[src/rtl/img_stream_encode_if.sv]
// rtl/img_stream_encode_if.sv - frame request, pixel input and byte output bundle for img_stream_encode
//
// Signals:
//   start        frame request (sampled by the encoder only while idle)
//   width/height frame size in pixels, sampled together with start
//   pixel_in     upstream pixel byte, qualified by pixel_valid
//   pixel_ready  encoder takes pixel_in on this cycle's rising edge
//   data_out     encoded byte, qualified by data_valid
//   out_ready    downstream takes data_out on this cycle's rising edge
//   busy         frame in progress
//   done         one-cycle end-of-frame pulse
// Modports: master = encoder side, slave = frame source / byte sink side.

interface img_stream_encode_if;
  logic        start;
  logic [15:0] width;
  logic [15:0] height;
  logic [7:0]  pixel_in;
  logic        pixel_valid;
  logic        pixel_ready;
  logic [7:0]  data_out;
  logic        data_valid;
  logic        out_ready;
  logic        busy;
  logic        done;

  modport master (
    input  start, width, height, pixel_in, pixel_valid, out_ready,
    output pixel_ready, data_out, data_valid, busy, done
  );

  modport slave (
    output start, width, height, pixel_in, pixel_valid, out_ready,
    input  pixel_ready, data_out, data_valid, busy, done
  );
endinterface

[src/rtl/img_stream_encode.sv]
// rtl/img_stream_encode.sv - frame encoder: 6-byte header followed by width*height pixel bytes
//
// Ports:
//   clk    system clock, rising edge
//   reset  asynchronous, active-low
//   bus    img_stream_encode_if.master (start/width/height request, pixel input
//          handshake, registered byte output handshake, busy/done status)
//
// Stream layout: MAGIC0, MAGIC1, width[15:8], width[7:0], height[15:8], height[7:0],
// then the pixels in arrival order.

module img_stream_encode #(
  parameter logic [7:0] MAGIC0 = 8'hA5,
  parameter logic [7:0] MAGIC1 = 8'h5A
) (
  input  logic                clk,
  input  logic                reset,
  img_stream_encode_if.master bus
);

  typedef enum logic [2:0] {
    S_IDLE  = 3'd0,
    S_HDR   = 3'd1,
    S_PIX   = 3'd2,
    S_DRAIN = 3'd3,
    S_DONE  = 3'd4
  } state_t;

  state_t      state;
  state_t      state_n;

  logic [15:0] width_q;
  logic [15:0] height_q;
  logic [31:0] remaining;
  logic [2:0]  idx;
  logic [7:0]  data_q;
  logic        valid_q;

  logic        free;
  logic        pix_take;
  logic [7:0]  hdr_byte;

  // The output register can take a new byte when it is empty or its byte
  // leaves on this edge.
  assign free     = !valid_q || bus.out_ready;
  assign pix_take = (state == S_PIX) && free && bus.pixel_valid;

  always_comb begin
    hdr_byte = MAGIC0;
    case (idx)
      3'd0:    hdr_byte = MAGIC0;
      3'd1:    hdr_byte = MAGIC1;
      3'd2:    hdr_byte = width_q[15:8];
      3'd3:    hdr_byte = width_q[7:0];
      3'd4:    hdr_byte = height_q[15:8];
      3'd5:    hdr_byte = height_q[7:0];
      default: hdr_byte = MAGIC0;
    endcase
  end

  always_ff @(posedge clk or negedge reset) begin
    if (!reset) begin
      state <= S_IDLE;
    end else begin
      state <= state_n;
    end
  end

  always_comb begin
    state_n = state;
    case (state)
      S_IDLE: begin
        if (bus.start) state_n = S_HDR;
      end
      S_HDR: begin
        // Zero-sized frames skip PIX entirely and never raise pixel_ready.
        if (free && idx == 3'd5) state_n = (remaining != 32'd0) ? S_PIX : S_DRAIN;
      end
      S_PIX: begin
        if (pix_take && remaining == 32'd1) state_n = S_DRAIN;
      end
      S_DRAIN: begin
        if (free) state_n = S_DONE;
      end
      S_DONE: begin
        state_n = S_IDLE;
      end
      default: begin
        state_n = S_IDLE;
      end
    endcase
  end

  always_ff @(posedge clk or negedge reset) begin
    if (!reset) begin
      width_q   <= 16'd0;
      height_q  <= 16'd0;
      remaining <= 32'd0;
      idx       <= 3'd0;
      data_q    <= 8'd0;
      valid_q   <= 1'b0;
    end else begin
      case (state)
        S_IDLE: begin
          if (bus.start) begin
            width_q   <= bus.width;
            height_q  <= bus.height;
            // Zero-extended to 32 bits so 65535*65535 cannot wrap.
            remaining <= {16'd0, bus.width} * {16'd0, bus.height};
            idx       <= 3'd0;
          end
        end
        S_HDR: begin
          if (free) begin
            data_q  <= hdr_byte;
            valid_q <= 1'b1;
            idx     <= idx + 3'd1;
          end
        end
        S_PIX: begin
          if (pix_take) begin
            data_q    <= bus.pixel_in;
            valid_q   <= 1'b1;
            remaining <= remaining - 32'd1;
          end else if (free) begin
            // Upstream starved: emit a bubble rather than repeat the last byte.
            valid_q <= 1'b0;
          end
        end
        S_DRAIN: begin
          if (free) valid_q <= 1'b0;
        end
        default: begin
        end
      endcase
    end
  end

  assign bus.pixel_ready = (state == S_PIX) && free;
  assign bus.data_out    = data_q;
  assign bus.data_valid  = valid_q;
  assign bus.busy        = (state != S_IDLE);
  assign bus.done        = (state == S_DONE);

endmodule

[src/flat_wrapper.sv]
// flat-port wrapper written by rule: the top's interface ports become plain ports
module img_stream_encode_flat 
#(
  parameter logic [7:0] MAGIC0 = 8'hA5,
  parameter logic [7:0] MAGIC1 = 8'h5A
)
  (clk, reset, bus_start, bus_width, bus_height, bus_pixel_in, bus_pixel_valid, bus_out_ready, bus_pixel_ready, bus_data_out, bus_data_valid, bus_busy, bus_done);
  img_stream_encode_if bus_i ();
  input  logic clk;
  input  logic reset;
  input wire logic [$bits(bus_i.start)-1:0] bus_start;
  input wire logic [$bits(bus_i.width)-1:0] bus_width;
  input wire logic [$bits(bus_i.height)-1:0] bus_height;
  input wire logic [$bits(bus_i.pixel_in)-1:0] bus_pixel_in;
  input wire logic [$bits(bus_i.pixel_valid)-1:0] bus_pixel_valid;
  input wire logic [$bits(bus_i.out_ready)-1:0] bus_out_ready;
  output wire logic [$bits(bus_i.pixel_ready)-1:0] bus_pixel_ready;
  output wire logic [$bits(bus_i.data_out)-1:0] bus_data_out;
  output wire logic [$bits(bus_i.data_valid)-1:0] bus_data_valid;
  output wire logic [$bits(bus_i.busy)-1:0] bus_busy;
  output wire logic [$bits(bus_i.done)-1:0] bus_done;
  assign bus_i.start = bus_start;
  assign bus_i.width = bus_width;
  assign bus_i.height = bus_height;
  assign bus_i.pixel_in = bus_pixel_in;
  assign bus_i.pixel_valid = bus_pixel_valid;
  assign bus_i.out_ready = bus_out_ready;
  assign bus_pixel_ready = bus_i.pixel_ready;
  assign bus_data_out = bus_i.data_out;
  assign bus_data_valid = bus_i.data_valid;
  assign bus_busy = bus_i.busy;
  assign bus_done = bus_i.done;
  img_stream_encode #(.MAGIC0(MAGIC0), .MAGIC1(MAGIC1)) u_core (.clk(clk), .reset(reset), .bus(bus_i));
endmodule
[config.mk]
export PLATFORM = sky130hd
export DESIGN_NAME = img_stream_encode_flat
export DESIGN_NICKNAME = d
export VERILOG_FILES = /design/src/rtl/img_stream_encode_if.sv /design/src/rtl/img_stream_encode.sv /design/src/flat_wrapper.sv
export SDC_FILE = /design/constraint.sdc
export NUM_CORES = 1
export LEC_CHECK = 0
export CAP_MARGIN = 15
export CORE_MARGIN = 4
export CORE_UTILIZATION = 45
export CTS_BUF_LIST = sky130_fd_sc_hd__clkbuf_8 sky130_fd_sc_hd__clkbuf_16
export DETAILED_ROUTE_END_ITERATION = 16
export MAX_ROUTING_LAYER = met4
export PLACE_DENSITY = 0.77
export RECOVER_POWER = 100
export REMOVE_ABC_BUFFERS = 1
export SETUP_SLACK_MARGIN = 0.02
export SYNTH_ARGS = -nofsm -noshare
export SYNTH_HDL_FRONTEND = slang
export SYNTH_SLANG_ARGS = --single-unit
[constraint.sdc]
create_clock -name clk -period 1.9 [get_ports clk]
set_input_delay 0.285 -clock clk [delete_from_list [all_inputs] [get_ports clk]]
set_output_delay 0.285 -clock clk [all_outputs]
set_load 0.02 [all_outputs]
# Yosys cells after proc, flatten, opt, wreduce, memory -nomap -nowiden
# Cells that the tools add are included.
# op_classes
reduce_logical,19
add_sub_neg,2
mux,20
multipliers,1
eq_ne,16
# op_table
cell,count
$mux W32,2
$pmux W32 S2,1
$pmux W8 S5,1
$eq A32 B1 Y1 const B,1
$mul A16 B16 Y32,1
$reduce_bool A32 Y1,1
$sub A32 B1 Y32 const B,1
$mux W3,6
$mux W8,2
$pmux W8 S2,1
$eq A3 B2 Y1 const B,4
$pmux W3 S4,1
$eq A3 B3 Y1 const B,3
$reduce_and A3 Y1,3
$ne A2 B1 Y1 const B,4
$eq A3 B1 Y1 const B,2
$pmux W3 S2,1
$reduce_bool A2 Y1,3
$reduce_bool A3 Y1,2
$logic_and A1 B1 Y1,4
$mux W1,4
$ne A2 B2 Y1 const B,2
$reduce_and A2 Y1,2
$reduce_and A4 Y1,1
5 further kinds,5
# word_totals
inputBits,45
ff_bits,79
out_inout_bits,12
word_cells,65

# Longest topological paths before layout
# Gate-level depths: netlist (run 1).
# logic_depth
ltp_word,7
ltp_mapped,24
mapped_depth_nobuf,21

# Worst setup path before layout (run 1)
# No wires, ideal clock.
# synth_path
path_type,input port to flip-flop
from,input port bus_height[7]
to,register u_core.remaining[26]
stages,21
setup_slack_ns,-3.936
required_time_ns,1.776
arrival_time_ns,5.712
setup_time_ns,0.124
path_buffers,2
cell_sequence,clkbuf_1 > clkbuf_1 > nand2_1 > fa_1 > fa_1 > inv_1 > fa_1 > fa_1 > fa_1 > inv_1 > fa_1 > inv_1 > ha_1 > a21o_1 > a221o_1 > a21oi_1 > o221ai_1 > nor2_1 > xor2_1 > o22ai_1 > a211o_1
# synth_via
elab_chain_cells,3
# synth_lines
element,line_no,text
start: declaration,flat_wrapper.sv:13,input wire logic [$bits(bus_i.height)-1:0] bus_height;
$mul A16 B16 Y32,img_stream_encode.sv:109,"remaining <= {16'd0, bus.width} * {16'd0, bus.height};"
$mux W32,img_stream_encode.sv:105,if (bus.start) begin
$pmux W32 S2,img_stream_encode.sv:103,case (state)
end signal: assignment,img_stream_encode.sv:109,
end signal: assignment,img_stream_encode.sv:124,remaining <= remaining - 32'd1;
end: declaration,img_stream_encode.sv:34,logic [31:0] remaining;
# Every way passes these cells. The select of a mux whose other input is x is not followed.
# A chain may end at the register's enable or synchronous reset.

# Worst setup path in the final report (run 1)
# layout_path
from,input port bus_height[4]
to,register u_core.remaining[22]
# The elaborated chain is that of the path after synthesis.

==> results.toml, run 1 <==
[flow_run]
drv_cap = 0

[layout]
final_common_cell = "nand2_1"
post-route-util_pct = 63.9
layout_common_cells = "nand2_1, buf_4, inv_1, fa_1, and2_1"
drive_gt1_share_pct = 31.7
layout.nets = 2172
diodes = 0
final-instance-count-excl-fill = 2205
area_growth_pct = 39.6

[cts]
cts_buffer_depth = 2
clk_pin_slew_ns = 0.07
cts-root-buf = "clkbuf_16"
clk-insertion-delay-late_ns = 0.36
cts_tree = "built"
htree_num_levels = 3
numCtsBuffers = 9
clock-sinks = 79

[yosys]
ys_seq_area_share_pct = 15.5
netlist_area_um2 = 12700
synth-main-ff-cell = "dfrtp_1"
synthArstFlopShare_pct = 100
ys_warn_count = 0
syn_avg_cell_area_um2 = 8.52
synth-seq-cells = 79
postSynthCellCount = 1496
synth-edff-count = 0
synth.distinct_cells = 74

[die]
start_util_pct = 45.8
die_x_um = 176
io_pins = 57
rows = 61
die-area_um2 = 31100
core-area_um2 = 27900
fp.dieH_um = 176

[drt]
first_pass_iters = 11
remaining_drc_errors = 0
num_vias = 12500
via_per_inst = 5.66
drt_iter0_drc = 1216
final_antenna_net_count = 0
drt_wl_total_um = 43900
wire_per_inst_um = 19.9

[sta]
fmax_mhz = 181
worst_pin_slew_ns = 1.08
slew_headroom_pct = 27.9
setup_ws_ns = -3.62
min_period_over_period_pct = 291
slew_viol_final = 0
skew_ns = 0.00943
setup_viol = 64
rsz0062_at_grt = "yes"
layout_min_cycle_time_ns = 5.52
hold_viol = 0

[critical_path]
path_delay_family = "adder cells"
reg2reg_setup_slack_ns = -0.33
end_kind = "flop"
worstSetupPathDepth = 23
critical_path_class = "in2reg"
r2r_end = "u_core.state[0]"
crit_start = "bus_height[4]"
timing.rr.start = "u_core.remaining[25]"
worst-path-max-fanout = 5
cp.required_ns = 2.13
crit_path_max_incr_delay_ns = 0.60
worst_ep_arrival_time_ns = 5.76
cp.buffers_inverters = 7
worst_path_max_delay_cell = "fa_1"
cp_cell_sequence = "buf_6 > buf_12 > buf_4 > and2_1 > fa_1 > inv_1 > fa_2 > inv_1 > ha_1 > fa_1 > fa_1 > inv_1 > fa_1 > inv_1 > ha_4 > and3_4 > and2_4 > nand4_4 > nand3b_4 > a2111o_1 > a31oi_2 > xnor2_1 > a221o_1"
critPathLaunchType = "input pin"
critPathCapture = "u_core.remaining[22]"
r2r_cells = 8

[hold_path]
hold_class = "in2reg"
hp-start = "bus_height[11]"

[placed_design]
gp_congestion = 0.947
place_ws_ns = -4.46
dp.cells = 2110
io_buffers = 56
dp_hpwl_um = 29200

[outcome]
violations = "setup timing"
outcome = "finished, violations left"

[grt]
grt_overflow = 0
grtUsageTotal_pct = 27.7
grt_max_degree = 43
antenna_found_initial = 0
grt_pass1_wl_um = 66600
grt_pass1_vias = 13000
registers in the layout, indices dropped and copies added, names as in the netlist:
name,flops
u_core.remaining,32
u_core.height_q,16
u_core.width_q,16
u_core.bus.data_valid,1
u_core.bus.data_out,8
u_core.idx,3
u_core.state,3
per-stage QoR:
| step | hold WS (ns) | area, um^2 | TNS, ns |
|---|---|---|---|
| floorplan | -0.0106 | 12500 | -83.85 |
| global placement | 0.300 | 15600 | -108.92 |
| detailed placement | 0.303 | 15600 | -111.04 |
| CTS | 0.428 | 17400 | -86.93 |
| global route | 0.453 | 17800 | -99.70 |
| finish | 0.435 | 17800 | -93.25 |
synth_stat cells (all sizes together) (3+ instances only):
cell type  count  area, um^2
a211oi         8        65.1
a21boi         3        22.5
a21o          12        90.1
a21oi         85         444
a221o          5        50.1
a221oi         3        38.8
a222oi         3        30.0
a22oi         11        82.6
a31oi          5        43.8
and2         123         772
and3           5        36.3
buf            4        20.0
clkbuf        69         259
dfrtp         79        1980
fa           194        3880
ha           111        1390
inv          240         901
nand2        280        1060
nand2b         4        27.5
nand3         26         130
nand4          5        37.5
nor2          53         206
nor2b          3        18.8
nor3          23         125
nor4           8        77.6
o211ai         4        48.8
o21ai         56         280
o21bai         4        30.0
o221ai         5        50.0
o22ai          6        37.5
o31ai          4        30.0
or3            5        36.3
xnor2         20         175
xor2           7        61.3
worst register-to-register path, stage by stage, from the launching register on:
cell,delay [ns]
dfrtp_1,0.39
or3_4,0.39
or3_4,0.36
nor4_4,0.20
nand4b_1,0.24
buf_4,0.20
o21bai_1,0.13
a21oi_1,0.09
nor3_2,0.15
cell type report:
type | instances | area [um^2]
timing repair buffer | 388 | 3520
sequential | 79 | 1980
tap | 378 | 473
clock inverter | 7 | 88.8
clock buffer | 9 | 225
multi-input combinational | 1104 | 10600
inverter | 240 | 903
fill | 2081 | 10100
logic make-up after synthesis:
group,synth area share (%)
AO/OA/AOI/OAI,11.7
XOR/XNOR,1.85
adder cells (fa/ha/maj),41.4
buffers and inverters,9.25
flip-flops,15.5
AND/OR/NAND/NOR,20.3
timing repair:
item / CTS / global route
pin swaps: 155 / 92
setup endpoints to repair: 39 / 40
gates resized for setup: 337 / 89
hold buffers: 1 / 0
gates cloned: 6 / 1
buffers inserted: 57 / 20
endpoints found under the hold margin: 41 / 0
worst min-delay path by stage:
stage | endpoint | slack (ns) | depth (start not counted)
after floorplan | u_core.bus.data_out[0] | -0.01 | 0
after global placement | u_core.bus.data_out[1] | 0.30 | 1
after detailed placement | u_core.bus.data_out[1] | 0.30 | 1
after CTS | u_core.height_q[10] | 0.43 | 4
after global routing | u_core.height_q[12] | 0.45 | 4
final | u_core.height_q[11] | 0.44 | 4
per-layer routing:
layer	part of all wire, %	vias up	GRT usage, %
met4	6.0	0	12.9
met1	37	6169	32.8
met3	9.2	200	4.84
li1	-	5396	-
met2	48	722	46.1
met5	0	-	-
Power of run 1 is left out: the tool's default activity adds up to more than one toggle a clock period on the data nets, which glitch-free logic cannot reach.
==> inputs of run 2 (changes only) <==
--- a/config.mk
+++ b/config.mk
@@ -5,7 +5,7 @@
 export SDC_FILE = /design/constraint.sdc
 export NUM_CORES = 1
 export LEC_CHECK = 0
-export CAP_MARGIN = 15
+export CAP_MARGIN = 20
 export CORE_MARGIN = 4
 export CORE_UTILIZATION = 45
 export CTS_BUF_LIST = sky130_fd_sc_hd__clkbuf_8 sky130_fd_sc_hd__clkbuf_16
==> results of run 2 <==
No change in the layout: final DEF, timing and power equal those of run 1.
Power of run 2 is left out for the same reason.
